File: src/rtl/bob_uart_tx_if.sv
// Byte-write handshake and serial-line status bundle for the bob_uart_tx transmitter.
interface bob_uart_tx_if;
  logic [7:0] data;
  logic       send;
  logic       ready;
  logic       overflow;
  logic       tx;
  logic       sending;

  modport master (
    output data, send,
    input  ready, overflow, tx, sending
  );

  modport slave (
    input  data, send,
    output ready, overflow, tx, sending
  );
endinterface

File: src/rtl/bob_uart_tx.sv
// 8N1 UART transmitter fed by a small circular FIFO; one byte accepted per cycle while ready.
module bob_uart_tx #(
  parameter int CLKS_PER_BIT = 8,
  parameter int FIFO_DEPTH   = 4
) (
  input  logic         i_clk,
  input  logic         i_rst,
  bob_uart_tx_if.slave io_bus
);
  localparam int AW = $clog2(FIFO_DEPTH);
  localparam int PW = AW + 1;
  localparam logic [15:0]   BAUD_LAST = 16'(CLKS_PER_BIT - 1);
  localparam logic [PW-1:0] FULL_CNT  = PW'(FIFO_DEPTH);

  typedef enum logic [1:0] {
    IDLE  = 2'd0,
    START = 2'd1,
    DATA  = 2'd2,
    STOP  = 2'd3
  } state_t;

  state_t        r_state;
  state_t        w_state_nxt;
  logic [7:0]    r_mem [FIFO_DEPTH];
  logic [PW-1:0] r_wptr;
  logic [PW-1:0] r_rptr;
  logic [PW-1:0] r_count;
  logic [15:0]   r_baud;
  logic [15:0]   w_baud_nxt;
  logic [2:0]    r_bit_idx;
  logic [2:0]    w_bit_idx_nxt;
  logic [7:0]    r_shift;
  logic [7:0]    w_shift_nxt;
  logic          r_tx;
  logic          w_tx_nxt;
  logic          r_overflow;
  logic          w_ready;
  logic          w_push;
  logic          w_pop;
  logic          w_fifo_has;
  logic          w_baud_done;

  // ready looks only at the registered count, so a same-cycle pop never frees a slot early
  assign w_ready     = (r_count != FULL_CNT);
  assign w_push      = io_bus.send & w_ready;
  assign w_fifo_has  = (r_count != {PW{1'b0}});
  assign w_baud_done = (r_baud == BAUD_LAST);

  assign io_bus.ready    = w_ready;
  assign io_bus.overflow = r_overflow;
  assign io_bus.tx       = r_tx;
  assign io_bus.sending  = (r_state != IDLE);

  always_ff @(posedge i_clk or posedge i_rst) begin
    if (i_rst) begin
      r_wptr  <= {PW{1'b0}};
      r_rptr  <= {PW{1'b0}};
      r_count <= {PW{1'b0}};
      for (int i = 0; i < FIFO_DEPTH; i++) begin
        r_mem[i] <= 8'h00;
      end
    end else begin
      if (w_push) begin
        r_mem[r_wptr[AW-1:0]] <= io_bus.data;
        r_wptr                <= r_wptr + PW'(1);
      end
      if (w_pop) begin
        r_rptr <= r_rptr + PW'(1);
      end
      case ({w_push, w_pop})
        2'b10:   r_count <= r_count + PW'(1);
        2'b01:   r_count <= r_count - PW'(1);
        default: r_count <= r_count;
      endcase
    end
  end

  always_comb begin
    w_state_nxt   = r_state;
    w_baud_nxt    = r_baud + 16'd1;
    w_bit_idx_nxt = r_bit_idx;
    w_shift_nxt   = r_shift;
    w_pop         = 1'b0;
    case (r_state)
      IDLE: begin
        w_baud_nxt = 16'd0;
        if (w_fifo_has) begin
          w_pop       = 1'b1;
          w_shift_nxt = r_mem[r_rptr[AW-1:0]];
          w_state_nxt = START;
        end else begin
          w_state_nxt = IDLE;
        end
      end
      START: begin
        if (w_baud_done) begin
          w_baud_nxt    = 16'd0;
          w_bit_idx_nxt = 3'd0;
          w_state_nxt   = DATA;
        end else begin
          w_state_nxt = START;
        end
      end
      DATA: begin
        if (w_baud_done) begin
          w_baud_nxt    = 16'd0;
          w_shift_nxt   = {1'b0, r_shift[7:1]};
          w_bit_idx_nxt = r_bit_idx + 3'd1;
          if (r_bit_idx == 3'd7) begin
            w_state_nxt = STOP;
          end else begin
            w_state_nxt = DATA;
          end
        end else begin
          w_state_nxt = DATA;
        end
      end
      STOP: begin
        if (w_baud_done) begin
          w_baud_nxt = 16'd0;
          if (w_fifo_has) begin
            w_pop       = 1'b1;
            w_shift_nxt = r_mem[r_rptr[AW-1:0]];
            w_state_nxt = START;
          end else begin
            w_state_nxt = IDLE;
          end
        end else begin
          w_state_nxt = STOP;
        end
      end
      default: begin
        w_state_nxt = IDLE;
        w_baud_nxt  = 16'd0;
      end
    endcase

    // tx is registered from the next state so the start bit appears right after the pop edge
    case (w_state_nxt)
      IDLE:    w_tx_nxt = 1'b1;
      START:   w_tx_nxt = 1'b0;
      DATA:    w_tx_nxt = w_shift_nxt[0];
      STOP:    w_tx_nxt = 1'b1;
      default: w_tx_nxt = 1'b1;
    endcase
  end

  always_ff @(posedge i_clk or posedge i_rst) begin
    if (i_rst) begin
      r_state    <= IDLE;
      r_baud     <= 16'd0;
      r_bit_idx  <= 3'd0;
      r_shift    <= 8'h00;
      r_tx       <= 1'b1;
      r_overflow <= 1'b0;
    end else begin
      r_state    <= w_state_nxt;
      r_baud     <= w_baud_nxt;
      r_bit_idx  <= w_bit_idx_nxt;
      r_shift    <= w_shift_nxt;
      r_tx       <= w_tx_nxt;
      r_overflow <= io_bus.send & ~w_ready;
    end
  end
endmodule
File: src/flat_wrapper.sv
// flat-port wrapper written by rule: the top's interface ports become plain ports
module bob_uart_tx_flat 
#(
  parameter int CLKS_PER_BIT = 8,
  parameter int FIFO_DEPTH   = 4
)
  (i_clk, i_rst, io_bus_data, io_bus_send, io_bus_ready, io_bus_overflow, io_bus_tx, io_bus_sending);
  bob_uart_tx_if io_bus_i ();
  input  logic i_clk;
  input  logic i_rst;
  input wire logic [$bits(io_bus_i.data)-1:0] io_bus_data;
  input wire logic [$bits(io_bus_i.send)-1:0] io_bus_send;
  output wire logic [$bits(io_bus_i.ready)-1:0] io_bus_ready;
  output wire logic [$bits(io_bus_i.overflow)-1:0] io_bus_overflow;
  output wire logic [$bits(io_bus_i.tx)-1:0] io_bus_tx;
  output wire logic [$bits(io_bus_i.sending)-1:0] io_bus_sending;
  assign io_bus_i.data = io_bus_data;
  assign io_bus_i.send = io_bus_send;
  assign io_bus_ready = io_bus_i.ready;
  assign io_bus_overflow = io_bus_i.overflow;
  assign io_bus_tx = io_bus_i.tx;
  assign io_bus_sending = io_bus_i.sending;
  bob_uart_tx #(.CLKS_PER_BIT(CLKS_PER_BIT), .FIFO_DEPTH(FIFO_DEPTH)) u_core (.i_clk(i_clk), .i_rst(i_rst), .io_bus(io_bus_i));
endmodule
File: config.mk
export PLATFORM = sky130hd
export DESIGN_NAME = bob_uart_tx_flat
export DESIGN_NICKNAME = d
export VERILOG_FILES = /design/src/rtl/bob_uart_tx_if.sv /design/src/rtl/bob_uart_tx.sv /design/src/flat_wrapper.sv
export SDC_FILE = /design/constraint.sdc
export NUM_CORES = 1
export LEC_CHECK = 0
export BUFFER_PORTS_ARGS = -buffer_cell sky130_fd_sc_hd__buf_4
export CAP_MARGIN = 25
export CORE_ASPECT_RATIO = 2
export CORE_MARGIN = 1
export CORE_UTILIZATION = 61
export DETAILED_ROUTE_END_ITERATION = 8
export PLACE_DENSITY = 0.89
export SLEW_MARGIN = 10
export SYNTH_ARGS = -nofsm -noshare
export SYNTH_HDL_FRONTEND = slang
export SYNTH_SLANG_ARGS = --single-unit
File: constraint.sdc
create_clock -name i_clk -period 3.66 [get_ports i_clk]
set_clock_uncertainty 0.1 [all_clocks]
set_input_delay 0.183 -clock i_clk [delete_from_list [all_inputs] [get_ports i_clk]]
set_output_delay 0.183 -clock i_clk [all_outputs]
set_load 0.03 [all_outputs]
Word level (Yosys, flattened, before mapping)
Index checks and enable logic that the tools add are counted.
{"block": "word_totals", "register_bits": 72, "in_bits": 11}
{"block": "classes", "add_sub_neg": 6, "n_lt_le_gt_ge": 3, "eq_ne": 14, "muxes": 26, "bitwise": 5, "n_reduce_logical": 12}
{"operator": "8-bit 2-to-1 mux", "n": 6}
{"operator": "32-bit bitwise mux", "n": 1}
{"operator": "16-bit one-hot mux with 2 select lines", "n": 1}
{"operator": "8-bit one-hot mux with 3 select lines", "n": 1}
{"operator": "16-bit by 1-bit adder with 16-bit output, second input constant", "n": 1}
{"operator": "8-bit binary-select mux with 2-bit select", "n": 1}
{"operator": "8-bit demux with 2-bit select", "n": 1}
{"operator": "16-bit by 3-bit == test with 1-bit output, second input constant", "n": 1}
{"operator": "16-bit 2-to-1 mux", "n": 1}
{"operator": "3-bit by 1-bit adder with 3-bit output, second input constant", "n": 4}
{"operator": "3-bit one-hot mux with 2 select lines", "n": 2}
{"operator": "2-bit == test, second input constant", "n": 5}
{"operator": "2-bit one-hot mux with 4 select lines", "n": 1}
{"operator": "2-bit by 1-bit == test with 1-bit output, second input constant", "n": 3}
{"operator": "3-bit greater-or-equal comparator, second input constant", "n": 2}
{"operator": "3-bit 2-to-1 mux", "n": 2}
{"operator": "2-bit by 1-bit != test with 1-bit output, second input constant", "n": 3}
{"operator": "2-bit NOT with 3-bit output", "n": 2}
{"operator": "3-bit AND reduction", "n": 2}
{"operator": "2-bit nonzero test", "n": 3}
{"operator": "3-bit nonzero test", "n": 2}
{"operator": "1-bit 2-to-1 mux", "n": 5}
{"operator": "2-bit zero test", "n": 2}
{"operator": "2-bit 2-to-1 mux", "n": 2}
{"operator": "other kinds (11)", "n": 12}

Longest topological paths before layout
{"block": "depth", "depth_word": 8, "mapped_depth": 12}

Least setup slack after synthesis
No wires, ideal clock.
{"block": "synth_timing", "kind": "register to register", "start": "register u_core.r_baud[8]", "end": "register u_core.r_count[2]", "setup_time_ps": 79, "t_arrival_ps": 2705, "required_ps": 3481, "path_slack_ps": 776, "path_stages_with_launch": 12, "n_path_buf": 1, "period_less_slack_ps": 2884, "path_cell_list": "dfrtp_1 -> or4_4 -> nor4_4 -> a21oi_2 -> buf_6 -> nor3_4 -> ha_1 -> inv_1 -> fa_1 -> xor2_1 -> nor2_1 -> xor2_1"}
{"block": "synth_via", "elab_chain_cells": 5}
{"element": "from (decl)", "line": "bob_uart_tx.sv:28", "rtl": "logic [15:0] r_baud;"}
{"element": "from (signal assigned)", "line": "bob_uart_tx.sv:158", "rtl": "r_baud <= w_baud_nxt;"}
{"element": "16-bit by 3-bit == test with 1-bit output *", "line": "bob_uart_tx.sv:47", "rtl": "assign w_baud_done = (r_baud == BAUD_LAST);"}
{"element": "1-bit 2-to-1 mux *", "line": "bob_uart_tx.sv:119", "rtl": "if (w_baud_done) begin"}
{"element": "1-bit one-hot mux with 2 select lines *", "line": "bob_uart_tx.sv:84", "rtl": "case (r_state)"}
{"element": "named net u_core.w_pop", "line": "bob_uart_tx.sv:39", "rtl": "logic w_pop;"}
{"element": "2-bit by 1-bit == test with 1-bit output or 2-bit == test (tied branches)", "line": "bob_uart_tx.sv:70", "rtl": "case ({w_push, w_pop})"}
{"element": "3-bit one-hot mux with 2 select lines or 2-bit nonzero test (tied branches)"}
{"element": "to (signal assigned)", "line": "bob_uart_tx.sv:71", "rtl": "2'b10: r_count <= r_count + PW'(1);"}
{"element": "to (signal assigned)", "line": "bob_uart_tx.sv:72", "rtl": "2'b01: r_count <= r_count - PW'(1);"}
{"element": "to (signal assigned)", "line": "bob_uart_tx.sv:73", "rtl": "default: r_count <= r_count;"}
{"element": "to (decl)", "line": "bob_uart_tx.sv:27", "rtl": "logic [PW-1:0] r_count;"}
The timed path passes the listed nets; every way through them passes the cells marked *.
A chain may end at the register's enable or synchronous reset.

Final worst setup path
{"block": "layout_timing", "start": "register u_core.r_baud[9]", "end": "register u_core.r_count[2]"}
The elaborated chain is that of the path after synthesis.

==> metrics.yaml <==
status: "complete, no violations"
place.gp.congestion: 0.882
end_kind: "flip-flop"
clk_pin_slew_ps: 50
numPlacedInstances: 373
die_w_um: 56.1
die_y_um: 110
synth-seq-area-share: 0.491
cts_inserted_buffers: 9
pin_count: 15
grt_pass1_wl_um: 11800
report.final.slew_viol_count: 0
core-area_mm2: 0.00566
cp.required_ps: 3810
area_delta_synth_final_pct: 12.8
start_util: 0.631
post_cts_buffers: 0
cellPowerDensity_mw_per_mm2: 847
rsz0062_at_grt: "false"
first_pass_iters: 4
wl_um: 7000
worst_skew_pair.late_latency_ps: 330
synth_edf_count: 0
max_freq_mhz: 334
ys_seq_elements: 70
yosys_warnings: 0
cp.arrival_ps: 3150
vias_per_cell: 6.04
grt_pass1_vias: 2499
h-tree-depth: 3
clock-sinks: 70
synthDistinctLibCells: 46
avgSynthCellArea_um2: 11.8
cts_tree: "yes"
clk_path_buf_depth: 2
port-buffer-count: 14
rows: 39
syn_nets: 331
hold_class: "in -> reg"
layout.nets: 353
ir_drop_v: 0.000686
drcViolationCount: 0
leakagePower_nw: 1.83
grt_overflow: 0
setup_viol: 0
hold_viol_final: 0
syn_inst: 303
fin_crit_sh: 0.818
post-synth-top-area-cell: "dfrtp_1"
finalSetupTns_ps: 0
drtAntennaViolNets: 0
period_needed_ps: 2990
path_class: "reg -> reg"
relSlewSlack: 0.437
synth-main-ff-cell: "dfrtp_1"
dpl.hpwl_um: 4920
antenna_found_initial: 0
synthArstFlopShare: 1.00
vias: 2357
cp-start-kind: "flip-flop"
grt_usage: 0.258
n_antenna_cell: 0
drive_gt1_frac: 0.240
wire_per_inst_um: 18.0
fin_util: 0.711
dieArea_mm2: 0.00618
netlist.area_leader.share: 0.484
worst_pin_slew_ps: 844
grt_max_degree: 42
drv_cap: 0
synthTopCellsByArea: "dfrtp_1 (48%), mux2_2 (10%), ha_1 (5.6%)"
hold_slack_ps: 11.0
cts-root-buf: "clkbuf_16"
worstPathMaxFanout: 11
drt_iter0_drc: 116
fin_cells: 390
syn_area_mm2: 0.00357
[worst paths after layout]
path,from,depth (start not counted),slack [ps],endpoint
worst max-delay path,u_core.r_baud[9]$_DFF_PP0_,10,670,u_core.r_count[2]$_DFFE_PP0P_
worst min-delay path,io_bus_data[1],2,10,u_core.r_mem[1]$_DFFE_PP0P_
worst max register to register,u_core.r_baud[9]$_DFF_PP0_,10,670,u_core.r_count[2]$_DFFE_PP0P_
worst min register to register,u_core.r_baud[0]$_DFF_PP0_,1,350,u_core.r_baud[0]$_DFF_PP0_
max in group asynchronous,i_rst,4,2080,u_core.r_shift[5]$_DFFE_PP0P_
min in group asynchronous,i_rst,3,490,u_core.r_count[0]$_DFFE_PP0P_
[placed cells by master, fill, tap and decap left out, types with 9 or more instances in the layout]
cell / n
dfrtp_1: 69
mux2_2: 33
nor2_1: 29
nand2_1: 20
buf_4: 17
ha_1: 16
inv_1: 14
nand3_1: 10
xnor2_1: 10
a21oi_1: 9
xor2_1: 9
clkbuf_16: 9
[power by group]
| group | internal (mW) | switching, mW | leakage [nW] |
|---|---|---|---|
| logic | 0.657 | 0.634 | 0.822 |
| registers | 1.08 | 0.255 | 0.876 |
| clock network | 0.490 | 0.294 | 0.133 |
[synth_stat cells (all sizes together), types with 4 or more instances]
cell	n
nand3	10
mux2	33
and2	4
mux4	8
o211ai	6
clkbuf	5
xor2	9
and3	4
o211a	6
a21oi	10
xnor2	10
nor4	4
nor3	6
ha	16
nor2	29
dfrtp	69
inv	15
o21ai	8
nand2	20
[metal layers]
metal  part of all wire  up-vias  track usage
li1                   -     1121            -
met5                  0        -            0
met2               0.56       51        0.464
met1               0.38     1164        0.283
met3              0.029       21       0.0443
met4              0.035        0        0.146
[state kept, by name (all words and copies together), names as in the netlist]
signal,count
u_core.r_mem,32
u_core.r_baud,16
u_core.r_shift,8
u_core.r_bit_idx,3
u_core.r_count,3
u_core.r_rptr,2
u_core.r_state,2
u_core.r_wptr,2
u_core.io_bus.overflow,1
u_core.io_bus.tx,1
[per-stage QoR]
stage               cell area [um^2]  total power [mW]  setup slack [ps]
detailed placement              3740              2.61               669
global route                    4030              3.63               499
finish                          4030              3.41               666
global placement                3740              2.53               747
floorplan                       3570              2.30               776
CTS                             4030              3.43               645
[worst max-delay path, cell delays in order, from the launching register on]
cell	delay (ps)
dfrtp_1	420
or4_1	590
nor4_4	280
a21oi_2	220
nor3_4	250
ha_1	210
inv_1	60
fa_1	370
xor2_1	150
nor2_1	110
xor2_1	160
[what timing repair did]
item,in CTS,in global routing
resized for setup,0,0
hold buffers,2,0
endpoints found under the hold margin,40,0
[cells by family after synthesis]
family	Yosys count	share of synthesized area
and+or+nand+nor	91	0.134
DFF	70	0.491
muxes	43	0.160
AOI/OAI and AO/OA	40	0.0792
buffers and inverters	23	0.0277
xor gates and xnor gates	19	0.0466
adders and majority gates	17	0.0617
[area by class of cell]
type	count	area (um^2)
clock inverter	1	5.00
sequential	70	1750
timing repair buffer	19	148
fill	372	1630
tap	61	76.3
inverter	15	56.3
multi-input combinational	210	1720
clock buffer	14	264
No activity file was read; power rests on OpenSTA's default activity.
